<file path="src/rtl/stage_eval.sv">
// Cascade stage evaluator: sums weak-classifier results, compares to the stage threshold, one-cycle registered decision.
// Back-pressure: wait_o stalls ROM addressing while idle or while MAX_OUTST weak reads are outstanding.
module stage_eval #(
   parameter int VAL_WIDTH = 16,
   parameter int ACC_WIDTH = 24,
   parameter int MAX_OUTST = 4,
   parameter int STAGE_CNT = 22
) (
   input  logic                 clk_i,
   input  logic                 rst_i,
   input  logic                 win_start_i,
   input  logic                 rom_val_i,
   input  logic                 weak_val_i,
   input  logic [VAL_WIDTH-1:0] weak_value_i,
   input  logic                 stage_val_i,
   input  logic                 stage_last_i,
   input  logic [VAL_WIDTH-1:0] stage_thr_i,
   output logic                 next_stage_o,
   output logic                 break_o,
   output logic                 wait_o,
   output logic                 ready_o,
   output logic                 res_val_o,
   output logic                 res_face_o,
   output logic [4:0]           res_stages_o,
   output logic                 err_o
);
   localparam int OW = $clog2(MAX_OUTST + 1);
   localparam logic [OW-1:0] OUTST_MAX = OW'(MAX_OUTST);
   localparam logic signed [ACC_WIDTH-1:0] ACC_MAX = {1'b0, {(ACC_WIDTH-1){1'b1}}};
   localparam logic signed [ACC_WIDTH-1:0] ACC_MIN = {1'b1, {(ACC_WIDTH-1){1'b0}}};

   typedef enum logic {IDLE, RUN} state_t;
   typedef struct packed {
      logic       face;
      logic [4:0] stages;
   } res_t;

   state_t                      state_q, state_d;
   logic signed [ACC_WIDTH-1:0] acc_q, acc_d;
   logic [OW-1:0]               outst_q, outst_d;
   logic [4:0]                  stages_q, stages_d;
   logic [1:0]                  holdoff_q, holdoff_d;
   logic                        err_q, err_d;
   logic                        next_q, next_d;
   logic                        brk_q, brk_d;
   logic                        res_val_q, res_val_d;
   res_t                        res_q, res_d;

   logic signed [ACC_WIDTH:0]   sum_w;
   logic signed [ACC_WIDTH-1:0] thr_ext;
   logic signed [ACC_WIDTH-1:0] acc_sat;
   logic                        weak_ok;
   logic                        decide;
   logic                        pass;
   logic                        overrun;

   // One extra accumulator bit exposes signed overflow so the sum clamps instead of wrapping.
   always_comb begin
      thr_ext = {{(ACC_WIDTH-VAL_WIDTH){stage_thr_i[VAL_WIDTH-1]}}, stage_thr_i};
      sum_w   = {acc_q[ACC_WIDTH-1], acc_q}
              + {{(ACC_WIDTH+1-VAL_WIDTH){weak_value_i[VAL_WIDTH-1]}}, weak_value_i};
      if (sum_w[ACC_WIDTH] != sum_w[ACC_WIDTH-1]) begin
         acc_sat = sum_w[ACC_WIDTH] ? ACC_MIN : ACC_MAX;
      end else begin
         acc_sat = sum_w[ACC_WIDTH-1:0];
      end
      weak_ok = weak_val_i && (outst_q != '0);
      decide  = (state_q == RUN) && stage_val_i && (outst_q == '0) && !weak_val_i
              && (holdoff_q == 2'd0);
      pass    = (acc_q >= thr_ext);
      overrun = ({1'b0, stages_q} + 6'd1) > 6'(STAGE_CNT);
   end

   always_comb begin
      state_d   = state_q;
      acc_d     = acc_q;
      outst_d   = outst_q;
      stages_d  = stages_q;
      holdoff_d = (holdoff_q != 2'd0) ? holdoff_q - 2'd1 : holdoff_q;
      err_d     = err_q;
      next_d    = 1'b0;
      brk_d     = 1'b0;
      res_val_d = 1'b0;
      res_d     = res_q;
      case (state_q)
         IDLE: begin
            if (win_start_i) begin
               state_d   = RUN;
               acc_d     = '0;
               outst_d   = '0;
               stages_d  = '0;
               holdoff_d = 2'd0;
               err_d     = 1'b0;
            end
         end
         RUN: begin
            if (weak_val_i && (outst_q == '0)) err_d = 1'b1;
            if (weak_ok) acc_d = acc_sat;
            if (rom_val_i && !weak_ok) begin
               if (outst_q == OUTST_MAX) err_d = 1'b1;
               else outst_d = outst_q + 1'b1;
            end else if (!rom_val_i && weak_ok) begin
               outst_d = outst_q - 1'b1;
            end
            if (decide) begin
               if (pass && !stage_last_i && !overrun) begin
                  next_d    = 1'b1;
                  acc_d     = '0;
                  stages_d  = stages_q + 5'd1;
                  holdoff_d = 2'd2;
               end else begin
                  brk_d     = 1'b1;
                  res_val_d = 1'b1;
                  state_d   = IDLE;
                  if (pass && stage_last_i) begin
                     res_d.face   = 1'b1;
                     res_d.stages = stages_q + 5'd1;
                  end else begin
                     // A pass that would run past the last stage is a sequencer fault.
                     res_d.face   = 1'b0;
                     res_d.stages = stages_q;
                     if (pass) err_d = 1'b1;
                  end
               end
            end
         end
      endcase
   end

   always_ff @(posedge clk_i or posedge rst_i) begin
      if (rst_i) begin
         state_q   <= IDLE;
         acc_q     <= '0;
         outst_q   <= '0;
         stages_q  <= '0;
         holdoff_q <= 2'd0;
         err_q     <= 1'b0;
         next_q    <= 1'b0;
         brk_q     <= 1'b0;
         res_val_q <= 1'b0;
         res_q     <= '0;
      end else begin
         state_q   <= state_d;
         acc_q     <= acc_d;
         outst_q   <= outst_d;
         stages_q  <= stages_d;
         holdoff_q <= holdoff_d;
         err_q     <= err_d;
         next_q    <= next_d;
         brk_q     <= brk_d;
         res_val_q <= res_val_d;
         res_q     <= res_d;
      end
   end

   assign next_stage_o = next_q;
   assign break_o      = brk_q;
   assign res_val_o    = res_val_q;
   assign res_face_o   = res_q.face;
   assign res_stages_o = res_q.stages;
   assign err_o        = err_q;
   assign ready_o      = (state_q == IDLE);
   assign wait_o       = (state_q == IDLE) || (outst_q >= OUTST_MAX);
endmodule

</file>
<file path="config.mk">
export PLATFORM = sky130hd
export DESIGN_NAME = stage_eval
export DESIGN_NICKNAME = d
export VERILOG_FILES = /design/src/rtl/stage_eval.sv
export SDC_FILE = /design/constraint.sdc
export NUM_CORES = 1
export LEC_CHECK = 0
export CORE_MARGIN = 1
export CORE_UTILIZATION = 43
export DETAILED_ROUTE_END_ITERATION = 10
export DONT_BUFFER_PORTS = 1
export PLACE_DENSITY_LB_ADDON = 0.1
export SKIP_CTS_REPAIR_TIMING = 1
export SYNTH_ARGS = -nofsm -noshare
export SYNTH_HDL_FRONTEND = slang
export SYNTH_SLANG_ARGS = --single-unit
</file>
<file path="constraint.sdc">
create_clock -name clk_i -period 9.1 [get_ports clk_i]
set_clock_uncertainty 0.05 [all_clocks]
set_input_delay 0.455 -clock clk_i [delete_from_list [all_inputs] [get_ports clk_i]]
set_output_delay 0.455 -clock clk_i [all_outputs]
set_load 0.1 [all_outputs]
</file>
==> flow_metrics.tcl, run 1 <==
set metrics [dict create \
    outcome "completed" \
    power_switching_share_pct 50.3 \
    grt_pass1_wl_mm 16.7 \
    io_pins 51 \
    internal_power_uw 836 \
    numCtsBuffers 5 \
    first_global_vias 3399 \
    ys.warnings.count 0 \
    fin_util_pct 47.6 \
    hold_slack_ps 182 \
    synth-main-ff-cell "dfrtp_1" \
    drc 0 \
    max_freq_mhz 283 \
    postSynthAreaPerCell_um2 9.12 \
    hp-class "in2async" \
    yosysUniqueCellTypes 68 \
    synth_top_area_cell "dfrtp_1" \
    cp.arrival_ps 3620 \
    syn_nets 554 \
    drt_iter0_drc 136 \
    crit_fanout 18 \
    grt_overflow 0 \
    yosysSeqAreaShare_pct 26.1 \
    critPathSlowestCell "o211ai_4" \
    clk-insertion-delay-late_ps 300 \
    drt_pass1_iterations 4 \
    num_vias 3520 \
    route.antenna.remaining_nets 0 \
    rows 35 \
    clkPwrFrac_pct 10.4 \
    power_frac_seq_pct 24.9 \
    synth_area_mm2 0.00422 \
    cts.sinks 44 \
    worstMarginPinSlew_ps 937 \
    wl_per_cell_um 17.0 \
    grt_max_degree 45 \
    power_switching_uw 847 \
    finalHoldViolCount 0 \
    finalNetCount 550 \
    path_class "reg2reg" \
    vdd_drop_max_uv 179 \
    clkSlewWorstSetupHoldPaths_ps 80 \
    synth-seq-cells 44 \
    core_mm2 0.00937 \
    period_share_pct 38.9 \
    globalRouteTotalUtil_pct 20.9 \
    globalplace.congestion 0.826 \
    cp_cell_sequence "ha_1 > fa_1 > a211oi_1 > o211ai_1 > nand4_1 > a21oi_1 > a21oi_4 > mux2i_2 > buf_4 > o211ai_4 > a22oi_1" \
    synthArstFlopShare_pct 100 \
    grt_setup_unrepaired "false" \
    numPortBuffers 0 \
    drt_wl_total_mm 9.99 \
    fp.dieH_um 101 \
    htree_levels 2 \
    syn2layout_area_growth_pct 5.63 \
    synth_area_leaders "dfrtp_1, ha_1, xnor2_1" \
    antennaDiodeCount 0 \
    cts_tree "yes" \
    critPathTopFamily "compound AO/OA/AOI/OAI gates" \
    finalSetupViolations 0 \
    p_per_area_mw_per_mm2 377 \
    total_leakage_power_nw 1.96 \
    max_cap_violations 0 \
    fp.dieW_um 101 \
    clk_path_buf_depth 2 \
    hpwl_mm 7.96 \
    drt-vias-per-instance 5.98 \
    netlist_instances 463 \
    min_period_ps 3540 \
    cp-end-kind "register" \
    relSlewSlack_pct 37.2 \
    ctsRootBufferMaster "clkbuf_8" \
    worstSetupStartpointType "register" \
    max_stage_delay_ps 550 \
    drv_slew 0 \
    layout-drive-gt1-share_pct 9.13 \
    path_buf_inv 1 \
    worstPathRequired_ps 9180 \
    die_area_mm2 0.0102 \
    initial_utilization_pct 45.0 \
    comb_power_share_pct 64.7 \
    synth_top_area_share_pct 26.1 \
    antenna_found_initial 0 \
    synth_edf_count 0 \
    finalSetupTns_ps 0 \
]
## cells in the final DEF, fill, tap and decap left out, types with 3 or more instances in the layout
cell type   n
ha_1       50
dfrtp_1    43
inv_1      29
nor2_1     28
a21oi_1    27
nand2_1    21
o21ai_0    21
o211ai_1   21
xnor2_1    20
o31ai_1    18
a21o_1     17
nand3_1    16
nand4_1    14
a22oi_2    10
a211oi_1    7
mux2i_1     7
a22oi_1     7
nor3_1      6
and2_1      6
nor2b_1     6
o2bb2ai_1   6
clkbuf_8    5
a31oi_1     4
buf_4       4
and3_1      3
o21a_1      3
a31o_2      3
mux2_1      3
## worst reg2reg max path: cells and delay by family, from the launching register on
kind	cells	cell delay, ps
adders and majority gates	2	660
and+or+nand+nor	1	210
buffers and inverters	1	220
AOI/OAI and AO/OA	6	1730
muxes	1	110
DFF	1	390
## final cells by class
class	instances	area (um^2)
fill	940	4910
multi-input combinational	373	2920
sequential	44	1100
tap	129	161
inverter	31	116
clock buffer	6	72.6
clock inverter	2	60.1
timing repair buffer	4	30.0
## through the flow
| step | area (um^2) | setup slack (ps) | instances | power, mW |
|---|---|---|---|---|
| 6_report | 4460 | 5560 | 589 | 1.68 |
| 4_1_cts | 4460 | 5530 | 589 | 1.69 |
| 2_1_floorplan | 4220 | 5900 | 463 | 1.29 |
| 3_5_place_dp | 4330 | 5480 | 581 | 1.51 |
| 3_3_place_gp | 4330 | 5550 | 581 | 1.50 |
| 5_1_grt | 4460 | 5230 | 589 | 1.84 |
## power groups by stage
stage | sequential, mW | combinational [mW] | clock [mW]
2_1_floorplan | 0.378 | 0.916 | 0
3_3_place_gp | 0.424 | 1.07 | 0
3_5_place_dp | 0.425 | 1.08 | 0
4_1_cts | 0.421 | 1.09 | 0.181
5_1_grt | 0.431 | 1.22 | 0.189
6_report | 0.419 | 1.09 | 0.176
## sequential cells by signal, summed over array words and instances (netlist names), 2 cells and up
name          flops
acc_q            24
holdoff_q         2
outst_q           3
res_stages_o      5
stages_q          5
## cells by family (layout without fill, tap and decap cells)
family,count (synthesis),in the layout,synth area share (%)
AO/OA/AOI/OAI,170,170,31.3
AND/OR/NAND/NOR,115,115,13.8
adder cells (fa/ha/maj),52,52,15.8
buffers and inverters,46,43,4.83
flip-flops,44,44,26.1
XOR/XNOR,22,22,4.56
multiplexers,14,14,3.67
## path summary, 6_finish.rpt
path,slack (ps),endpoint,startpoint,depth (start not counted)
min,180,acc_q[0],rst_i,1
min in group clk_i,180,next_stage_o,stage_last_i,1
max,5560,acc_q[4],acc_q[0],11
min reg2reg,410,holdoff_q[0],holdoff_q[0],1
max in group asynchronous,8200,res_val_o,rst_i,1
max reg2reg,5560,acc_q[4],acc_q[0],11
## Yosys cell counts (3+ instances only)
| cell | number |
|---|---|
| a211oi_1 | 7 |
| a21o_1 | 17 |
| a21oi_1 | 27 |
| a22oi_1 | 7 |
| a22oi_2 | 10 |
| a31o_2 | 3 |
| a31oi_1 | 4 |
| and2_1 | 6 |
| and3_1 | 3 |
| clkbuf_1 | 10 |
| dfrtp_1 | 44 |
| ha_1 | 50 |
| inv_1 | 30 |
| mux2_1 | 3 |
| mux2i_1 | 7 |
| nand2_1 | 21 |
| nand3_1 | 16 |
| nand4_1 | 14 |
| nor2_1 | 28 |
| nor2b_1 | 6 |
| nor3_1 | 6 |
| o211ai_1 | 21 |
| o21a_1 | 3 |
| o21ai_0 | 21 |
| o2bb2ai_1 | 6 |
| o31ai_1 | 18 |
| xnor2_1 | 20 |
## layer usage
layer	up-vias	routed length [um]	global-route usage (%)
met5	-	0	0
li1	1766	-	-
met1	1685	4850	28.2
met2	58	4650	35.1
met3	11	378	3.05
met4	0	112	4.79
Power figures use the tool's default switching activity.
==> run 2: changes to the inputs <==
==> constraint.sdc (replaced) <==
create_clock -name clk_i -period 3.25 [get_ports clk_i]
set_clock_uncertainty 0.05 [all_clocks]
set_input_delay 0.1625 -clock clk_i [delete_from_list [all_inputs] [get_ports clk_i]]
set_output_delay 0.1625 -clock clk_i [all_outputs]
set_load 0.1 [all_outputs]
==> run 2 against run 1 <==
Fmax is 15% higher. Cell count is 4.6% higher. Wire length is 4.4% higher. Largest power group unchanged. Sequential power grew to 2.8 times the previous value. Critical path type unchanged. Clock power is 100% higher. Utilization is 2.7 points higher. Power grew to 2.9 times the previous value. Hold slack worse by 140 ps. Sequential share of layout area is 1.3 points lower. Count of clock-buffer cells in the layout is 1 lower. Global-route usage is 0.56 points higher.
==> flow_metrics.tcl, run 2 (synthesis gave the netlist of run 1 again) <==
set metrics [dict create \
    outcome "completed" \
    final_cell_mix "ha_1, dfrtp_1, inv_1, nor2_1, a21oi_1" \
    num_vias 3643 \
    total_leakage_power_nw 2.08 \
    grt_overflow 0 \
    path_class "reg2reg" \
    numCtsBuffers 5 \
    max_stage_delay_ps 440 \
    vdd_drop_max_uv 513 \
    clk_path_buf_depth 2 \
    p_per_area_mw_per_mm2 1030 \
    power_switching_share_pct 50.8 \
    clkSlewWorstSetupHoldPaths_ps 90 \
    power_frac_seq_pct 24.1 \
    antenna_found_initial 0 \
    top_layer "met4" \
    min_period_ps 3080 \
    placed_area_mm2 0.00448 \
    finalInstanceArea_mm2 0.00471 \
    final_common_cell "ha_1" \
    drt_iter0_drc 171 \
    finalHoldViolCount 0 \
    initial_utilization_pct 45.0 \
    first_global_vias 3423 \
    wl_met2_mm 4.91 \
    route.antenna.remaining_nets 0 \
    hp-class "in2reg" \
    relSlewSlack_pct 37.5 \
    max_freq_mhz 324 \
    critPathTopFamily "compound AO/OA/AOI/OAI gates" \
    clkPwrFrac_pct 7.3 \
    finalSetupViolations 0 \
    worstPathRequired_ps 3420 \
    fp.dieW_um 101 \
    rows 35 \
    clk-insertion-delay-late_ps 310 \
    grt_max_degree 45 \
    max_cap_violations 0 \
    fin_util_pct 50.3 \
    comb_power_share_pct 68.6 \
    period_share_pct 94.9 \
    io_pins 51 \
    power_switching_mw 2.47 \
    fp.dieH_um 101 \
    crit_fanout 15 \
    cts_tree "yes" \
    drt-met1-wl_mm 5.07 \
    drv_slew 0 \
    largest_reg_flops 24 \
    internal_power_mw 2.40 \
    core_mm2 0.00937 \
    instances_no_fill 616 \
    drc 0 \
    grt_pass1_wl_mm 17.2 \
    numPortBuffers 0 \
    cp.arrival_ps 3250 \
    antennaDiodeCount 0 \
    globalRouteTotalUtil_pct 21.5 \
    layout-drive-gt1-share_pct 15.0 \
    critPathSlowestCell "dfrtp_1" \
    cp_cell_sequence "ha_1 > a211oi_1 > nor3_2 > a211oi_2 > buf_4 > a211oi_4 > o31ai_4 > mux2i_2 > buf_12 > o211ai_4 > buf_12 > a22oi_1" \
    crit_top_cell "buf_12" \
    worstMarginPinSlew_ps 936 \
    finalNetCount 577 \
    syn2layout_area_growth_pct 11.6 \
    wl_met3_um 383 \
    regMostFlops "acc_q" \
    wl_per_cell_um 16.9 \
    worstSetupStartpointType "register" \
    drt_wl_total_mm 10.4 \
    die_area_mm2 0.0102 \
    cts.sinks 44 \
    drt-vias-per-instance 5.91 \
    ctsRootBufferMaster "clkbuf_8" \
    path_buf_inv 3 \
    globalplace.congestion 0.916 \
    htree_levels 2 \
    cp-end-kind "register" \
    drt_pass1_iterations 4 \
    hpwl_mm 8.01 \
    placed_cells 597 \
]
-- run 2: cell type report --
type,count,area (um^2)
flip-flops and latches,44,1100
clock inverters,3,23.8
fillers,933,4660
well taps,129,161
repair buffers,31,290
clock buffers,5,68.8
inverters,31,116
multi-input cells,373,2950
-- run 2: path summary, 6_finish.rpt --
path                            depth (start not counted)          from  slack, ps            to
worst min-delay path                                    3    weak_val_i         40  next_stage_o
worst min register to register                          1  holdoff_q[0]        410  holdoff_q[0]
max in group asynchronous                               2         rst_i       2050     res_val_o
min in group asynchronous                               2         rst_i        470     res_val_o
worst max-delay path                                   12      acc_q[1]        170     acc_q[19]
worst max register to register                         12      acc_q[1]        170     acc_q[19]
-- run 2: per-layer routing --
metal,up-vias,track usage (%)
met2,73,35.0
li1,1817,-
met3,8,2.43
met5,-,0
met4,0,3.68
met1,1745,30.8
-- run 2: worst reg2reg max path, delay by kind of cell (launching register included) --
family / cells / cell delay, ps
compound gates: 6 / 1260
buf+inv: 3 / 530
flops: 1 / 440
fa+ha+maj: 1 / 310
mux: 1 / 300
simple gates: 1 / 110
-- run 2: per-stage QoR --
stage          total power [mW]  setup slack (ps)  setup TNS (ps)  hold WS, ps
6_report                   4.87               166               0         41.4
4_1_cts                    4.78              18.9               0         -129
5_1_grt                    5.32             -15.1           -15.1         57.0
3_3_place_gp               4.36              79.4               0          198
3_5_place_dp               4.41              40.0               0          202
2_1_floorplan              3.62               130               0          203
-- run 2: power groups by stage --
stage | combinational (mW) | clock, mW | sequential (mW)
finish | 3.34 | 0.357 | 1.17
global route | 3.73 | 0.389 | 1.21
CTS | 3.24 | 0.369 | 1.18
detailed placement | 3.22 | 0 | 1.19
global placement | 3.18 | 0 | 1.18
floorplan | 2.56 | 0 | 1.06
